--- src/rtl/store_narrow_buffer_pkg.sv ---
// Shared types for the store narrowing buffer: store size encodings and the
// memory write request carried through the FIFO.
package store_pkg;

  typedef enum logic [1:0] {
    SZ_BYTE = 2'b00,
    SZ_HALF = 2'b01,
    SZ_WORD = 2'b10
  } store_size_e;

  typedef struct packed {
    logic [31:0] addr;
    logic [31:0] wdata;
    logic [3:0]  be;
  } mem_req_t;

endpackage

--- src/rtl/store_narrow_buffer_lane_pack.sv ---
// Combinational lane packing: replicates store data across byte lanes, builds
// byte enables, word-aligns the address and flags misaligned half/word stores.
module store_lane_pack
  import store_pkg::*;
(
  input  logic [31:0] addr,
  input  logic [31:0] data,
  input  logic [1:0]  size,
  output mem_req_t    req,
  output logic        misaligned
);

  always_comb begin
    req        = '0;
    misaligned = 1'b0;
    // The emitted address is always word-aligned, so forcing the low address
    // bits of a misaligned half/word is implicit; byte enables ignore them too.
    req.addr   = {addr[31:2], 2'b00};
    case (size)
      SZ_BYTE: begin
        req.wdata = {4{data[7:0]}};
        req.be    = 4'b0001 << addr[1:0];
      end
      SZ_HALF: begin
        misaligned = addr[0];
        req.wdata  = {2{data[15:0]}};
        req.be     = addr[1] ? 4'b1100 : 4'b0011;
      end
      default: begin
        misaligned = |addr[1:0];
        req.wdata  = data;
        req.be     = '1;
      end
    endcase
  end

endmodule

--- src/rtl/store_narrow_buffer.sv ---
// Store narrowing buffer: packs store requests and queues them in a DEPTH-entry
// FIFO toward data memory. Define STORE_MISALIGN_TRAP_EN to drop and flag
// misaligned stores instead of force-aligning them.
module store_narrow_buffer
  import store_pkg::*;
#(
  parameter int unsigned DEPTH = 4
) (
  input  logic        clk,
  input  logic        rst_n,
  input  logic        st_valid,
  output logic        st_ready,
  input  logic [31:0] st_addr,
  input  logic [31:0] st_data,
  input  logic [1:0]  st_size,
  output logic        mem_valid,
  input  logic        mem_ready,
  output logic [31:0] mem_addr,
  output logic [31:0] mem_wdata,
  output logic [3:0]  mem_be,
  output logic        empty,
  output logic        misalign_err
);

  localparam int unsigned PW = $clog2(DEPTH);
  localparam int unsigned CW = PW + 1;

  mem_req_t        fifo_mem [DEPTH];
  mem_req_t        pack_req;
  mem_req_t        head;
  logic            misaligned;
  logic [PW-1:0]   wr_ptr;
  logic [PW-1:0]   rd_ptr;
  logic [CW-1:0]   count;
  logic            full;
  logic            accept;
  logic            push;
  logic            pop;

  store_lane_pack u_lane_pack (
    .addr       (st_addr),
    .data       (st_data),
    .size       (st_size),
    .req        (pack_req),
    .misaligned (misaligned)
  );

  assign full      = (count == CW'(DEPTH));
  assign empty     = (count == '0);
  assign st_ready  = !full;
  assign mem_valid = !empty;
  assign accept    = st_valid && st_ready;
  assign pop       = mem_valid && mem_ready;

`ifdef STORE_MISALIGN_TRAP_EN
  logic err_q;

  // A misaligned store completes its handshake but is dropped here.
  assign push         = accept && !misaligned;
  assign misalign_err = err_q;

  always_ff @(posedge clk or negedge rst_n) begin
    if (!rst_n) err_q <= 1'b0;
    else        err_q <= accept && misaligned;
  end
`else
  assign push         = accept;
  // Misalignment is absorbed by address forcing, so the flag is discarded.
  assign misalign_err = misaligned & 1'b0;
`endif

  always_ff @(posedge clk or negedge rst_n) begin
    if (!rst_n) begin
      wr_ptr <= '0;
      rd_ptr <= '0;
      count  <= '0;
    end else begin
      if (push) wr_ptr <= wr_ptr + 1'b1;
      if (pop)  rd_ptr <= rd_ptr + 1'b1;
      case ({push, pop})
        2'b10:   count <= count + 1'b1;
        2'b01:   count <= count - 1'b1;
        default: count <= count;
      endcase
    end
  end

  always_ff @(posedge clk) begin
    if (push) fifo_mem[wr_ptr] <= pack_req;
  end

  assign head      = fifo_mem[rd_ptr];
  assign mem_addr  = empty ? '0 : head.addr;
  assign mem_wdata = empty ? '0 : head.wdata;
  assign mem_be    = empty ? '0 : head.be;

endmodule

--- config.mk ---
export PLATFORM = sky130hd
export DESIGN_NAME = store_narrow_buffer
export DESIGN_NICKNAME = d
export VERILOG_FILES = /design/src/rtl/store_narrow_buffer_pkg.sv /design/src/rtl/store_narrow_buffer_lane_pack.sv /design/src/rtl/store_narrow_buffer.sv
export SDC_FILE = /design/constraint.sdc
export NUM_CORES = 1
export LEC_CHECK = 0
export ABC_AREA = 0
export CAP_MARGIN = 20
export CELL_PAD_IN_SITES_DETAIL_PLACEMENT = 0
export CELL_PAD_IN_SITES_GLOBAL_PLACEMENT = 2
export CORE_MARGIN = 2
export CORE_UTILIZATION = 45
export DETAILED_ROUTE_END_ITERATION = 7
export PLACE_DENSITY = 0.82
export SLEW_MARGIN = 15
export SYNTH_ARGS = -nofsm -noshare
export SYNTH_HDL_FRONTEND = slang
export SYNTH_SLANG_ARGS = --single-unit
--- constraint.sdc ---
create_clock -name clk -period 4.1 [get_ports clk]
set_clock_uncertainty 0.05 [all_clocks]
set_input_delay 0.82 -clock clk [delete_from_list [all_inputs] [get_ports clk]]
set_output_delay 0.82 -clock clk [all_outputs]
set_load 0.02 [all_outputs]
# --- After elaboration in Yosys (flattened, before gate mapping) ---
# Memories as Yosys holds them, arrays and structs flattened.
# Cells that the tools add are included.
# Widths: inputs -> output; s select.
word_totals:
  mem_bits_ro: 0
  word_cells: 28
  out_inout_bits: 72
  latchBits: 0
  ff_bits: 7
  memories: 1
  ramBits: 264
  inputBits: 70
classes:
  multipliers: 0
  n_reduce_logical: 7
  muxes: 8
  div: 0
  n_eq_ne: 4
  add_sub_neg: 4
  n_shift: 1
  n_lt_le_gt_ge: 0
  bitwise: 0
memory_table:
  columns: ["name", "depth", "word_bits", "read_ports", "rd_clocked_by_memory_dff", "wr", "line_no", "source"]
  rows:
  - ["fifo_mem", 4, 66, 1, 0, 1, "store_narrow_buffer.sv:28", "mem_req_t fifo_mem [DEPTH];"]
ops:
  columns: ["op", "n"]
  rows:
  - ["$pmux 36 s2", 1]
  - ["$mux 32", 2]
  - ["$mux 4", 2]
  - ["$pmux 3 s2", 1]
  - ["$add 2x1->2 const B", 2]
  - ["$eq 2x1->1 const B", 2]
  - ["$shl 1x2->4 const A", 1]
  - ["$add 3x1->3 const B", 1]
  - ["$eq 3x3->1 const B", 1]
  - ["$logic_not 3->1", 1]
  - ["$sub 3x1->3 const B", 1]
  - ["$eq 2x2->1 const B", 1]
  - ["$logic_and 1x1->1", 2]
  - ["$logic_not 1->1", 2]
  - ["$logic_not 2->1", 1]
  - ["$mux 1", 2]
  - ["$reduce_bool 2->1", 1]

# --- Logic depth before layout (Yosys ltp) ---
# Gate-level depths: netlist of the first run.
logic_depth:
  word_depth: 5
  ltp_mapped: 9
  mapped_depth_nobuf: 9

# --- Cells and area by module ---
# From an unflattened synthesis of the first run, not the netlist that was laid out.
unflattened:
  cells_unflattened: 568
  area_unflattened_um2: 11554.8
by_module_without_submodules:
  columns: ["mod", "instances", "cells_each", "area_per_inst_um2"]
  rows:
  - ["store_narrow_buffer", 1, 472, 10789.1]
  - ["store_lane_pack", 1, 96, 765.7]

# --- Worst setup path after synthesis of the first run ---
# OpenSTA, ideal clock, no wires.
synth_timing:
  kind: "input port to flip-flop"
  start: "in st_valid"
  end: "mem fifo_mem[0][0] (netlist name), enable pin"
  path_buffers: 0
  t_required_ns: 3.618
  slack_ns: 1.209
  arrival_ns: 2.410
  path_stages: 1
  setup_ns: 0.432
  cell_sequence: "and3_1"
synth_between:
  elab_chain_len: 3
synth_rtl:
  columns: ["element", "line_no", "source"]
  rows:
  - ["start: declaration", "store_narrow_buffer.sv:11", "input logic st_valid,"]
  - ["$logic_and 1x1->1", "store_narrow_buffer.sv:52", "assign accept = st_valid && st_ready;"]
  - ["$mux 1", "store_narrow_buffer.sv:89", "if (push) fifo_mem[wr_ptr] <= pack_req;"]
  - ["$mux 1 (implied by the code)", "store_narrow_buffer.sv:89", null]
  - ["end: declaration", "store_narrow_buffer.sv:28", null]
# No other way between the ends.

# --- Worst setup path after layout of the first run ---
layout_timing:
  start: "reg rd_ptr[1]"
  end: "out mem_addr[2]"
layout_between:
  elab_chain_len: 2
layout_rtl:
  columns: ["element", "line_no", "source"]
  rows:
  - ["start: declaration", "store_narrow_buffer.sv:33", "logic [PW-1:0] rd_ptr;"]
  - ["start signal: assignment", "store_narrow_buffer.sv:79", "if (pop) rd_ptr <= rd_ptr + 1'b1;"]
  - ["$mem_v2 4x66", null, null]
  - ["$mux 32", "store_narrow_buffer.sv:93", "assign mem_addr = empty ? '0 : head.addr;"]
  - ["end: declaration", "store_narrow_buffer.sv:18", "output logic [31:0] mem_addr,"]
# No other way between the ends.

==> results of run 1 <==
[report_power, final]
group          switching [mW]  total [mW]  leakage [nW]  internal (mW)
logic                    1.98        4.00          1.50           2.02
clock network           0.977        2.44         0.437           1.47
registers               0.217        3.90          2.50           3.68
total                    3.17        10.3          4.44           7.17
[final cells by class]
class	instances	area, um2
clock inverter	8	106
inverter	8	30.0
multi-input combinational	206	2530
tap	319	399
antenna	1	2.50
fill	1794	10000
clock buffer	44	801
timing repair buffer	149	1530
sequential	271	8110
[critical path, delay by kind of cell, from the launching register on]
kind,cells,cell delay (ns)
mux,1,0.34
flops,1,0.86
buf+inv,2,0.88
simple gates,1,0.20
[through the flow]
step	std cells	setup WS (ns)	instance area [um2]	utilization (%)	hold slack, ns
detailed placement	953	0.843	12600	53.5	0.432
CTS	1005	0.261	13500	57.3	0.443
global route	1005	0.289	13500	57.3	0.468
finish	1006	0.411	13500	57.4	0.448
global placement	953	0.891	12600	53.5	0.413
floorplan	515	1.21	10800	-	0.398
[sequential cells by signal, indices dropped and copies added, names as in the netlist]
register,cells
count,3
fifo_mem,264
rd_ptr,2
wr_ptr,2
[worst max-delay path by stage]
stage                                     endpoint  slack (ns)  cells after the start                   from
after floorplan           fifo_mem[0][0]$_DFFE_PP_        1.21                      1               st_valid
after global placement                   mem_be[3]        0.89                      3   count[0]$_DFFE_PN0P_
after detailed placement                 mem_be[3]        0.84                      3   count[0]$_DFFE_PN0P_
after CTS                                mem_be[3]        0.26                      3   count[0]$_DFFE_PN0P_
after global routing                   mem_addr[2]        0.29                      4  rd_ptr[1]$_DFFE_PN0P_
final                                  mem_addr[2]        0.41                      4  rd_ptr[1]$_DFFE_PN0P_
[metal layers]
| layer | vias up | wire length, um | global-route usage [%] |
|---|---|---|---|
| met5 | - | 13 | 0 |
| met4 | 2 | 251 | 3.22 |
| met3 | 25 | 1430 | 3.33 |
| met2 | 168 | 10400 | 28.1 |
| met1 | 2680 | 8830 | 22.7 |
| li1 | 2347 | - | - |
[logic make-up after synthesis]
logic type	after synthesis	synth area share, %
AO/OA/AOI/OAI	12	0.647
adder cells (fa/ha/maj)	6	0.763
buffers and inverters	38	2.09
other	1	0.0346
XOR/XNOR	6	0.486
multiplexers	92	16.3
flip-flops	271	74.9
AND/OR/NAND/NOR	87	4.79
[Yosys cell counts]
master,n
and2_1,68
nor2b_1,1
buf_1,3
xnor2_1,3
buf_12,3
o21ai_0,8
mux2i_1,9
fa_1,1
o21bai_1,4
buf_2,6
clkbuf_1,11
ha_1,5
or3b_1,1
inv_1,8
mux4_2,66
buf_4,5
xor2_1,3
nand2_1,8
clkbuf_2,1
conb_1,1
dfrtp_1,7
edfxtp_1,264
or3_1,1
mux2_2,17
buf_6,1
nor2_1,3
and3_1,4
nand3_1,1
[cells in the final DEF, fill, tap and decap left out, types with 3 or more instances in the layout]
| cell type | count |
|---|---|
| and2_1 | 68 |
| conb_1 | 3 |
| nor2_1 | 3 |
| buf_12 | 5 |
| mux4_2 | 66 |
| dfrtp_1 | 5 |
| edfxtp_1 | 264 |
| clkbuf_1 | 12 |
| inv_1 | 8 |
| buf_4 | 6 |
| o21bai_1 | 4 |
| mux2_2 | 17 |
| o21ai_0 | 8 |
| ha_1 | 5 |
| clkdlybuf4s50_1 | 138 |
| clkbuf_16 | 28 |
| nand2_1 | 8 |
| xnor2_1 | 3 |
| mux2i_1 | 9 |
| clkbuf_8 | 4 |
| xor2_1 | 3 |
| and3_4 | 4 |
==> qor.csv, run 1 <==
metric;value;unit
flop and latch count out of synthesis;271;
drt total wl;20900;um
CP Class;reg2out;
Max-slew headroom;40.7;%
Mapped Area;0.0108;mm2
global-route wire length before repair;32500;um
Die Wd;159;um
first-pass iteration count of the detailed router;4;
die area;0.0253;mm2
CTS H-tree lvls;1;
hold path startpoint;count[2]$_DFFE_PN0P_;
Setup TNS;0;ns
Routability Congestion;0.712;
Worst-path clk slew;0.06;ns
reg-to-reg startpoint;count[0]$_DFFE_PN0P_;
Period Utilization, post-route;90.0;%
routed vias/inst;5.19;
Final Hold Viols;0;
crit path cell chain;buf_4, mux4_2, and2_1, clkdlybuf4s50_1;
Tot Pwr;10.3;mW
hold endpoint;count[2]$_DFFE_PN0P_;
Hold/Removal Path Class;reg2reg;
pwr dens;766;mW/mm2
Max Cap Viol;0;
via count;5222;
Worst-Margin Slew;0.887;ns
CTS Buffer Depth;3;
crit-path max cell delay;0.86;ns
Synth area leader;edfxtp_1;
Unique masters post-synth;28;
post-DP HPWL;12400;um
Port Buffer Count;138;
largest cells by area after synthesis;edfxtp_1 73%, mux4_2 14%, and2_1 3.9%;
Die Y;159;um
unrepaired setup endpoints after global routing;no;
Pins Over Slew Limit;0;
r2r endpoint;count[2]$_DFFE_PN0P_;
vias in the first global route;5615;
CP Max Fanout;41;
clk sinks;271;
std cell rows;56;
Startpoint Class;flop;
gr usage total;16.6;%
flop-to-flop setup slack;1.63;ns
Initial Utilization;46.0;%
status;completed;
largest net degree at the start of global routing;71;
CP required;3.23;ns
Layout area overhead;24.7;%
reg2reg path depth;8;
io pins;142;
Iter 0 DRT Violations;331;
CTS tree;built;
Ys Warns;0;
P_leak;4.44;nW
Worst-Skew Late Latency;0.54;ns
total grt overflow;0;
DRC Markers;0;
total CTS buffers;28;
CTS root buf;clkbuf_16;
synthesized area per cell;21.1;um2
Nets;740;
f_max;271;MHz
hold_buf cts;0;
Critical Path AT;2.82;ns
Yosys top cell area share;73.2;%
peak supply drop;0.411;mV
initial antenna violation count;1;
share of cells above drive strength 1;20.4;%
drt wl/cell;20.8;um
sequential share of the synthesized area;74.9;%
Gates resized, CTS repair;0;
Worst Hold Depth;1;
Core Box Area;0.0235;mm2
Critical-path top delay cell;dfrtp_4;
Post-CTS Setup Bufs;0;
ANT nets after route;0;
nature of the critical path endpoint;primary output;
Final min period;3.69;ns
Setup-failing EPs final;0;
Cells after Synth;513;
Note: power is estimated with default switching activity, not from simulation.
==> inputs of run 2 (changes only) <==
- SETUP_SLACK_MARGIN: unset -> 0.05
==> results of run 2 <==
No change in the layout: final DEF, timing and power equal those of run 1.
